==> src/rtl/mem_burst_reader_pkg.sv <==
// Shared types and default geometry for the capture-memory read path.
// Latency: n/a (types and constants only).
// Backpressure: n/a.
package mem_burst_reader_pkg;

   localparam int DEF_ROW       = 19;
   localparam int DEF_WIDTH     = 128;
   localparam int DEF_LOG_WIDTH = 7;

   typedef enum logic [1:0] {
      IDLE  = 2'd0,
      READ  = 2'd1,
      HOLD  = 2'd2,
      DRAIN = 2'd3
   } state_t;

endpackage

==> src/rtl/mem_burst_fifo2.sv <==
// Two-entry row FIFO between the memory return path and the consumer stream.
// Latency: a push is visible at head the cycle after it is written.
// Backpressure: caller never pushes when full unless it also pops that cycle.
module mem_burst_fifo2
   import mem_burst_reader_pkg::*;
#(
   parameter int W = DEF_ROW
)(
   input  logic         clk,
   input  logic         rst,
   input  logic         push,
   input  logic [W-1:0] push_dat,
   input  logic         pop,
   output logic [1:0]   cnt,
   output logic [W-1:0] head_dat
);

   logic [W-1:0] ent [2];
   logic         wr_ptr;
   logic         rd_ptr;
   logic         push_ok;
   logic         pop_ok;

   // Qualify push/pop against occupancy; full+push is only legal alongside a pop.
   always_comb begin
      pop_ok  = pop && (cnt != 2'd0);
      push_ok = push && ((cnt != 2'd2) || pop_ok);
   end

   // Storage, pointers and occupancy.
   always_ff @(posedge clk or posedge rst) begin
      if (rst) begin
         ent[0] <= '0;
         ent[1] <= '0;
         wr_ptr <= 1'b0;
         rd_ptr <= 1'b0;
         cnt    <= 2'd0;
      end else begin
         if (push_ok) begin
            ent[wr_ptr] <= push_dat;
            wr_ptr      <= ~wr_ptr;
         end
         if (pop_ok) begin
            rd_ptr <= ~rd_ptr;
         end
         case ({push_ok, pop_ok})
            2'b10:   cnt <= cnt + 2'd1;
            2'b01:   cnt <= cnt - 2'd1;
            default: cnt <= cnt;
         endcase
      end
   end

   assign head_dat = ent[rd_ptr];

endmodule

==> src/rtl/mem_burst_reader.sv <==
// Reads len rows from the capture memory onto a valid/ready stream; optional MEM_BURST_READER_STATS_EN adds a restart counter.
// Latency: first row reaches out_data two clocks after mem_we first rises; then one row per clock.
// Backpressure: when the FIFO would overflow, mem_we drops and the burst restarts from row 0, discarding rows already delivered.
module mem_burst_reader
   import mem_burst_reader_pkg::*;
#(
   parameter int ROW       = DEF_ROW,
   parameter int WIDTH     = DEF_WIDTH,
   parameter int LOG_WIDTH = DEF_LOG_WIDTH
)(
   input  logic                 clk,
   input  logic                 rst,
   input  logic                 start,
   input  logic [LOG_WIDTH:0]   len,
   output logic                 busy,
   output logic                 done,
   output logic                 mem_en,
   output logic                 mem_we,
   input  logic [ROW-1:0]       mem_data,
   output logic [ROW-1:0]       out_data,
   output logic                 out_valid,
   input  logic                 out_ready
`ifdef MEM_BURST_READER_STATS_EN
   ,
   output logic [LOG_WIDTH:0]   restarts
`endif
);

   state_t             state;
   state_t             state_nxt;
   logic [LOG_WIDTH:0] len_q;
   logic [LOG_WIDTH:0] iss;
   logic [LOG_WIDTH:0] iss_nxt;
   logic [LOG_WIDTH:0] acc;
   logic [LOG_WIDTH:0] tag;
   logic               inflight;
   logic               issue;
   logic               start_ok;
   logic               push;
   logic               pop;
   logic [1:0]         cnt;
   logic [1:0]         cnt_next;
   logic [2:0]         occ;

   // Return-path and FIFO bookkeeping that feeds the issue decision.
   always_comb begin
      start_ok = (state == IDLE) && start && (len != '0);
      pop      = out_valid && out_ready;
      push     = inflight && (tag == acc);
      cnt_next = cnt - {1'b0, pop};
      occ      = {1'b0, cnt_next} + {2'b00, inflight};
   end

   // Next-state, issue and done decode.
   always_comb begin
      state_nxt = state;
      iss_nxt   = iss;
      issue     = 1'b0;
      done      = 1'b0;
      case (state)
         IDLE: begin
            if (start_ok) begin
               state_nxt = READ;
               iss_nxt   = '0;
            end
         end
         READ: begin
            if (iss == len_q) begin
               state_nxt = DRAIN;
            end else if ((iss < acc) || (occ < 3'd2)) begin
               issue   = 1'b1;
               iss_nxt = iss + 1'b1;
            end else begin
               state_nxt = HOLD;
               iss_nxt   = '0;
            end
         end
         HOLD: begin
            if (!inflight && (cnt_next == 2'd0)) begin
               state_nxt = READ;
               iss_nxt   = '0;
            end
         end
         DRAIN: begin
            if ((acc == len_q) && (cnt == 2'd0) && !inflight) begin
               done      = 1'b1;
               state_nxt = IDLE;
            end
         end
         default: state_nxt = IDLE;
      endcase
   end

   // State, counters and the one-deep in-flight read tracker.
   always_ff @(posedge clk or posedge rst) begin
      if (rst) begin
         state    <= IDLE;
         len_q    <= '0;
         iss      <= '0;
         acc      <= '0;
         tag      <= '0;
         inflight <= 1'b0;
      end else begin
         state    <= state_nxt;
         iss      <= iss_nxt;
         inflight <= issue;
         tag      <= iss;
         if (start_ok) begin
            len_q <= len;
            acc   <= '0;
         end else if (push) begin
            acc <= acc + 1'b1;
         end
      end
   end

   mem_burst_fifo2 #(.W(ROW)) u_fifo (
      .clk      (clk),
      .rst      (rst),
      .push     (push),
      .push_dat (mem_data),
      .pop      (pop),
      .cnt      (cnt),
      .head_dat (out_data)
   );

   assign busy      = (state != IDLE);
   assign mem_en    = 1'b0;
   assign mem_we    = issue;
   assign out_valid = (cnt != 2'd0);

`ifdef MEM_BURST_READER_STATS_EN
   logic enter_hold;
   assign enter_hold = (state == READ) && (state_nxt == HOLD);

   // Count READ->HOLD restarts for the current burst, saturating.
   always_ff @(posedge clk or posedge rst) begin
      if (rst) begin
         restarts <= '0;
      end else if (start_ok) begin
         restarts <= '0;
      end else if (enter_hold && (restarts != '1)) begin
         restarts <= restarts + 1'b1;
      end
   end
`endif

   // A returning row can only be one already accepted or the next one due.
   a_tag_order: assert property (@(posedge clk) disable iff (rst) inflight |-> (tag <= acc));
   a_len_range: assert property (@(posedge clk) disable iff (rst)
                                 start_ok |-> (len <= (LOG_WIDTH+1)'(WIDTH)));

endmodule
==> config.mk <==
export PLATFORM = sky130hd
export DESIGN_NAME = mem_burst_reader
export DESIGN_NICKNAME = d
export VERILOG_FILES = /design/src/rtl/mem_burst_reader_pkg.sv /design/src/rtl/mem_burst_fifo2.sv /design/src/rtl/mem_burst_reader.sv
export SDC_FILE = /design/constraint.sdc
export NUM_CORES = 1
export LEC_CHECK = 0
export CELL_PAD_IN_SITES_DETAIL_PLACEMENT = 2
export CELL_PAD_IN_SITES_GLOBAL_PLACEMENT = 2
export CORE_ASPECT_RATIO = 1.2
export CORE_MARGIN = 2
export CORE_UTILIZATION = 35
export CTS_BUF_LIST = sky130_fd_sc_hd__clkbuf_8
export DETAILED_ROUTE_END_ITERATION = 12
export PLACE_DENSITY_LB_ADDON = 0.1
export RECOVER_POWER = 25
export SLEW_MARGIN = 15
export SYNTH_ARGS = -nofsm -noshare
export SYNTH_HDL_FRONTEND = slang
export SYNTH_SLANG_ARGS = --single-unit
==> constraint.sdc <==
create_clock -name clk -period 3.4 [get_ports clk]
set_input_delay 0.68 -clock clk [delete_from_list [all_inputs] [get_ports clk]]
set_output_delay 0.68 -clock clk [all_outputs]
set_load 0.01 [all_outputs]
==> impl_metrics.env, run 1 <==
export IMPL_ant_nets=0
export IMPL_comb_power_share_pct=38.1
export IMPL_cp_cell_sequence="xor2_1, nor4_1, nand3_1, nor2_1, clkdlybuf4s50_1"
export IMPL_hold_violations=0
export IMPL_track_usage_pct=18.16
export IMPL_final_net_count=449
export IMPL_r2r_start="u_fifo.cnt[1]$_DFFE_PP0P_"
export IMPL_synth_edf_count=0
export IMPL_synthDistinctLibCells=57
export IMPL_clock_tree_root_cell="clkbuf_8"
export IMPL_port_buffers=53
export IMPL_async_flop_share_pct=100.0
export IMPL_path_max_fanout=8
export IMPL_skew_ns=0.01010
export IMPL_end_kind="output pin"
export IMPL_cts_hold_buf=0
export IMPL_hpwl_mm=7.854
export IMPL_hold_class="register to register"
export IMPL_first_iter_violations=56
export IMPL_antenna_found_initial=0
export IMPL_period_needed_ns=3.119
export IMPL_grt_max_degree=78
export IMPL_p_per_area_nw_per_um2=707.7
export IMPL_crit_path_max_incr_delay_ns=0.54
export IMPL_synth_warning_count=0
export IMPL_clock_sinks=77
export IMPL_final_cell_mix="dfrtp_1 (75), clkdlybuf4s50_1 (51), mux2_2 (44)"
export IMPL_syn_inst=340
export IMPL_peakVddDrop_mv=0.2331
export IMPL_rsz0062_at_grt="no"
export IMPL_coreArea_um2=11570
export IMPL_power_switching_w=0.001371
export IMPL_worstSetupEndpoint="done"
export IMPL_syn_nets=382
export IMPL_drc_errors=0
export IMPL_die_area_um2=12800
export IMPL_clock_path_buffers=2
export IMPL_syn_area_um2=4166
export IMPL_globalRoute_totalOverflow=0
export IMPL_p_int_w=0.002264
export IMPL_final_cells=569
export IMPL_cap_viol_max_count=1
export IMPL_vias=2947
export IMPL_critical_path_class="register to output pin"
export IMPL_leakagePower_nw=2.396
export IMPL_swShare_pct=37.71
export IMPL_finalSetupViolCount=0
export IMPL_slowest_stage="clkdlybuf4s50_1"
export IMPL_r2r_end="iss[6]$_DFFE_PP0P_"
export IMPL_fp_dieW_um=103.6
export IMPL_insertion_delay_ns=0.36
export IMPL_rows=43
export IMPL_status="finished, violations left"
export IMPL_routed_wl_mm=10.90
export IMPL_gp_congestion=0.7388
export IMPL_tritoncts="yes"
export IMPL_syn2layout_area_growth_pct=23.27
export IMPL_start_util_pct=36.02
export IMPL_final_layout_size_suffix_gt1_share_pct=27.67
export IMPL_path_buf_inv=1
export IMPL_seqPwrFrac_pct=39.6
export IMPL_tightest_slew_ns=1.973
export IMPL_synth_flop_cell="dfrtp_1"
export IMPL_worstPathRequired_ns=2.72
export IMPL_reg2regPathDepth=9
export IMPL_crit_family="simple AND/OR/NAND/NOR gates"
export IMPL_hold_slack_ns=0.4855
export IMPL_rrSetupSlack_ns=0.75
export IMPL_numPlacedInstances=551
export IMPL_p_total_w=0.003635
export IMPL_avgSynthCellArea_um2=12.25
export IMPL_maxSlewViolCount=78
export IMPL_clkPwrFrac_pct=22.2
export IMPL_critPathLaunch="acc[3]$_DFFE_PP0P_"
export IMPL_first_pass_iters=4
export IMPL_boundaryPins=55
export IMPL_slew_headroom_pct=-31.51
export IMPL_fillerInstances=1203
export IMPL_setup_tns_ns=0
export IMPL_mostFrequentLayoutCell="dfrtp_1"
export IMPL_cp_data_arrival_time_ns=2.44
export IMPL_start_kind="register"
export IMPL_timing_fmax_mhz=320.6
export IMPL_post_route_period_util_pct=91.73
export IMPL_grt_pass1_vias=3304
export IMPL_n_antenna_cell=0
export IMPL_die_height_um=123.5
export IMPL_ys_seq_elements=77
export IMPL_crit_cells=5
export IMPL_clkTransAtPathRegs_ns=0.08
export IMPL_grt_pass1_wl_mm=17.80
export IMPL_cts_htree_levels=3
export IMPL_violations="max-capacitance violations, max-slew violations"
export IMPL_avgRoutedWirePerCell_um=19.15
export IMPL_cts_inserted_buffers=9
export IMPL_vias_per_cell=5.179
export IMPL_ys_seq_area_share_pct=46.25
[registers in the layout (all words and copies together) (netlist names)]
name,count
acc,8
tag,8
state,2
u_fifo.ent,38
u_fifo.rd_ptr,1
inflight,1
iss,8
u_fifo.cnt,2
u_fifo.wr_ptr,1
len_q,8
[how the worst min path moves through the flow]
stage / from / endpoint / slack [ns] / depth (start not counted)
CTS: u_fifo.rd_ptr$_DFFE_PP0P_ / u_fifo.rd_ptr$_DFFE_PP0P_ / 0.50 / 1
global route: u_fifo.ent[29]$_DFFE_PP0P_ / u_fifo.ent[29]$_DFFE_PP0P_ / 0.53 / 1
global placement: u_fifo.rd_ptr$_DFFE_PP0P_ / u_fifo.rd_ptr$_DFFE_PP0P_ / 0.46 / 1
finish: u_fifo.rd_ptr$_DFFE_PP0P_ / u_fifo.rd_ptr$_DFFE_PP0P_ / 0.49 / 1
detailed placement: u_fifo.rd_ptr$_DFFE_PP0P_ / u_fifo.rd_ptr$_DFFE_PP0P_ / 0.48 / 1
floorplan: iss[3]$_DFFE_PP0P_ / tag[3]$_DFF_PP0_ / 0.40 / 0
[layout make-up]
cell class / count / area (µm²) / share of cell area, %
Tap cell: 157 / 196.4 / 3.825
Inverter: 18 / 67.56 / 1.315
Clock buffer: 11 / 151.4 / 2.948
Timing Repair Buffer: 71 / 665.6 / 12.96
Multi-Input combinational cell: 230 / 2043 / 39.78
Sequential cell: 77 / 1929 / 37.56
Clock inverter: 5 / 82.58 / 1.608
[synthesized netlist by cell type, types with 4 or more instances]
library cell | instances | area [µm²]
ha_1 | 11 | 137.6
nand4_1 | 9 | 56.30
xor2_1 | 18 | 157.7
buf_6 | 7 | 78.83
dfrtp_1 | 77 | 1927
nor4_1 | 9 | 56.30
inv_1 | 18 | 67.56
nand2_1 | 10 | 37.54
xnor2_1 | 10 | 87.58
nor2_1 | 12 | 45.04
mux2_2 | 44 | 495.5
mux2_4 | 20 | 300.3
nand3_1 | 8 | 40.04
o21ai_0 | 6 | 30.03
a21oi_1 | 15 | 75.07
xnor2_2 | 4 | 65.06
[through the flow]
| step | util [%] | setup WS (ns) | area (µm²) |
|---|---|---|---|
| after global placement | 42.27 | 0.1073 | 4890 |
| final | 44.40 | 0.2810 | 5136 |
| after CTS | 44.37 | 0.003672 | 5132 |
| after global routing | 44.40 | 0.1600 | 5136 |
| after floorplan | - | 0.7533 | 4167 |
| after detailed placement | 42.27 | 0.04795 | 4890 |
[metal layers]
metal	wire [µm]	track usage, %	vias up	part of all wire (%)
met1	4354	20.43	1532	40
met5	0	0	-	0
li1	-	-	1355	-
met3	291	3.268	9	2.7
met2	6127	35.35	51	56
met4	125	5.068	0	1.1
[cells by family after synthesis]
family          synth area share, %
flops                         46.25
other cells                 0.09000
compound gates                7.808
simple gates                  10.12
fa+ha+maj                     3.303
mux                           20.09
xor+xnor                      7.447
buf+inv                       4.895
[repair_timing]
action / in CTS / in global routing
setup endpoints to repair: 1 / 1
setup buffers: 1 / 1
gates resized for setup: 1 / 3
[power groups by stage]
stage	combinational, W	clock, W	sequential (W)
2_1_floorplan	0.00101	0	0.00131
3_3_place_gp	0.00132	0	0.00144
3_5_place_dp	0.00138	0	0.00146
4_1_cts	0.00140	0.000836	0.00145
5_1_grt	0.00155	0.000871	0.00148
6_report	0.00139	0.000807	0.00144
No activity file was read; power rests on OpenSTA's default activity.
==> run 2: changes to the inputs <==
==> constraint.sdc (replaced) <==
create_clock -name clk -period 3.3 [get_ports clk]
set_input_delay 0.495 -clock clk [delete_from_list [all_inputs] [get_ports clk]]
set_output_delay 0.495 -clock clk [all_outputs]
set_load 0.01 [all_outputs]
==> run 2 against run 1 <==
  * The run now ends clean
  * Global-route usage is 0.27 points higher
  * Final area is 0.39% higher
  * Largest power group is now combinational logic
  * Non-clock buffer count is 1 lower
  * Register-to-register slack worse by 0.18 ns
  * Final cell count is 0.18% lower
  * Via count stayed put
  * Sequential share of layout area is 0.17 points lower
==> impl_metrics.env, run 2 (synthesis gave the netlist of run 1 again) <==
export IMPL_clkPwrFrac_pct=25.2
export IMPL_hpwl_mm=8.080
export IMPL_comb_power_share_pct=38.5
export IMPL_peakVddDrop_mv=0.2534
export IMPL_hold_class="register to register"
export IMPL_grt_max_degree=30
export IMPL_p_per_area_nw_per_um2=755.1
export IMPL_rsz0062_at_grt="no"
export IMPL_path_max_fanout=4
export IMPL_final_cell_mix="dfrtp_1 (76), clkdlybuf4s50_1 (51), mux2_2 (44)"
export IMPL_die_height_um=123.5
export IMPL_vias_per_cell=5.188
export IMPL_fillerInstances=1193
export IMPL_final_layout_size_suffix_gt1_share_pct=26.76
export IMPL_largest_reg_flops=38
export IMPL_maxSlewViolCount=0
export IMPL_cp_data_arrival_time_ns=2.64
export IMPL_syn2layout_area_growth_pct=23.75
export IMPL_rows=43
export IMPL_cts_htree_levels=3
export IMPL_globalRoute_totalOverflow=0
export IMPL_fin_util_pct=44.58
export IMPL_r2r_start="u_fifo.cnt[1]$_DFFE_PP0P_"
export IMPL_clkTransAtPathRegs_ns=0.08
export IMPL_final_area_um2=5156
export IMPL_clock_tree_root_cell="clkbuf_8"
export IMPL_cap_viol_max_count=0
export IMPL_place_area_um2=4877
export IMPL_cp_cell_sequence="or2_2, and2_1, ha_1, o21a_1, o211ai_1, inv_1, dlygate4sd2_1"
export IMPL_mostFrequentLayoutCell="dfrtp_1"
export IMPL_coreArea_um2=11570
export IMPL_start_kind="register"
export IMPL_skew_ns=0.007659
export IMPL_insertion_delay_ns=0.36
export IMPL_clock_sinks=77
export IMPL_antenna_found_initial=0
export IMPL_swShare_pct=37.10
export IMPL_worstPathRequired_ns=2.80
export IMPL_die_area_um2=12800
export IMPL_period_needed_ns=3.133
export IMPL_ant_nets=0
export IMPL_vias=2947
export IMPL_grt_pass1_vias=3324
export IMPL_timing_fmax_mhz=319.2
export IMPL_port_buffers=53
export IMPL_gp_congestion=0.7307
export IMPL_n_antenna_cell=0
export IMPL_regMostFlops="u_fifo.ent"
export IMPL_end_kind="output pin"
export IMPL_leakagePower_nw=2.390
export IMPL_slowest_stage="dfrtp_2"
export IMPL_slew_headroom_pct=3.819
export IMPL_r2r_end="iss[6]$_DFFE_PP0P_"
export IMPL_power_switching_w=0.001444
export IMPL_post_route_period_util_pct=94.93
export IMPL_final_cells=568
export IMPL_min_from="iss[0]$_DFFE_PP0P_"
export IMPL_crit_path_max_incr_delay_ns=0.45
export IMPL_hold_violations=0
export IMPL_first_iter_violations=90
export IMPL_numPlacedInstances=551
export IMPL_final_net_count=448
export IMPL_first_pass_iters=4
export IMPL_routed_wl_mm=11.04
export IMPL_rrSetupSlack_ns=0.57
export IMPL_track_usage_pct=18.43
export IMPL_grt_pass1_wl_mm=17.97
export IMPL_cts_inserted_buffers=9
export IMPL_seqPwrFrac_pct=36.3
export IMPL_tritoncts="yes"
export IMPL_reg2regPathDepth=8
export IMPL_p_int_w=0.002449
export IMPL_critical_path_class="register to output pin"
export IMPL_boundaryPins=55
export IMPL_start_util_pct=36.02
export IMPL_p_total_w=0.003893
export IMPL_holdPathStages=0
export IMPL_cts_hold_buf=0
export IMPL_hold_end="tag[0]$_DFF_PP0_"
export IMPL_avgRoutedWirePerCell_um=19.44
export IMPL_drc_errors=0
export IMPL_finalSetupViolCount=0
export IMPL_critPathLaunch="u_fifo.cnt[1]$_DFFE_PP0P_"
export IMPL_fp_dieW_um=103.6
export IMPL_setup_tns_ns=0
export IMPL_clock_path_buffers=2
export IMPL_tightest_slew_ns=1.443
export IMPL_status="finished clean"
==> run 2: changes by cell type in the layout (fill, tap and decap cells not counted), sizes merged <==
cell | before | now
buf | 17 | 14
bufinv | 2 | 4
clkinv | 4 | 2
clkbuf | 12 | 13
dlygate4sd2 | 0 | 1
dlymetal6s2s | 1 | 0
inv | 17 | 18
==> run 2: power by group through the flow <==
stage | Combinational [W] | Sequential, W | Clock (W)
finish | 0.00150 | 0.00141 | 0.000981
floorplan | 0.00104 | 0.00135 | 0
global placement | 0.00143 | 0.00142 | 0
CTS | 0.00153 | 0.00142 | 0.00100
global route | 0.00166 | 0.00146 | 0.00103
detailed placement | 0.00149 | 0.00144 | 0
==> run 2: critical path, delay by kind of cell, from the launching register on <==
family,cells,cell delay (ns)
AO/OA/AOI/OAI,2,0.49
adder cells (fa/ha/maj),1,0.33
buffers and inverters,2,0.45
flip-flops,1,0.45
AND/OR/NAND/NOR,2,0.55
==> run 2: final cells by class <==
cell class / instances / area (µm²) / area share [%]
multi-input cells: 230 / 2047 / 39.70
flip-flops and latches: 77 / 1928 / 37.39
repair buffers: 70 / 645.6 / 12.52
well taps: 157 / 196.4 / 3.810
clock buffers: 10 / 137.6 / 2.669
clock inverters: 6 / 133.9 / 2.596
inverters: 18 / 67.56 / 1.310
==> run 2: per-layer routing <==
layer  vias to the layer above  share of wire, %  global-route usage [%]
met5                         -                 0                       0
met4                         0               1.5                   7.095
met3                        11               2.0                   2.425
met2                        46                54                   35.39
met1                      1532                42                   20.91
li1                       1358                 -                       -
==> run 2: what timing repair did <==
action	CTS	global route
setup endpoints to repair	1	0
buffers inserted	1	0
gates resized for setup	4	0
==> run 2: worst max-delay path by stage <==
stage,endpoint,cells after the start,slack (ns)
3_3_place_gp,mem_we,8,0.16
2_1_floorplan,acc[0]$_DFFE_PP0P_,1,0.84
3_5_place_dp,mem_we,8,0.06
5_1_grt,mem_we,7,0.03
4_1_cts,mem_we,7,0.15
6_report,mem_we,7,0.17
==> run 2: stage by stage <==
stage	hold WS, ns	setup slack (ns)
5_1_grt	0.4444	0.03265
4_1_cts	0.4281	0.1490
3_3_place_gp	0.4091	0.1553
2_1_floorplan	0.4002	0.8383
3_5_place_dp	0.4049	0.06367
6_report	0.4223	0.1675
==> run 3: changes to the inputs <==
- TNS_END_PERCENT: not set -> 5
==> results of run 3 <==
The final DEF is identical to that of run 2; final timing and power are the same.
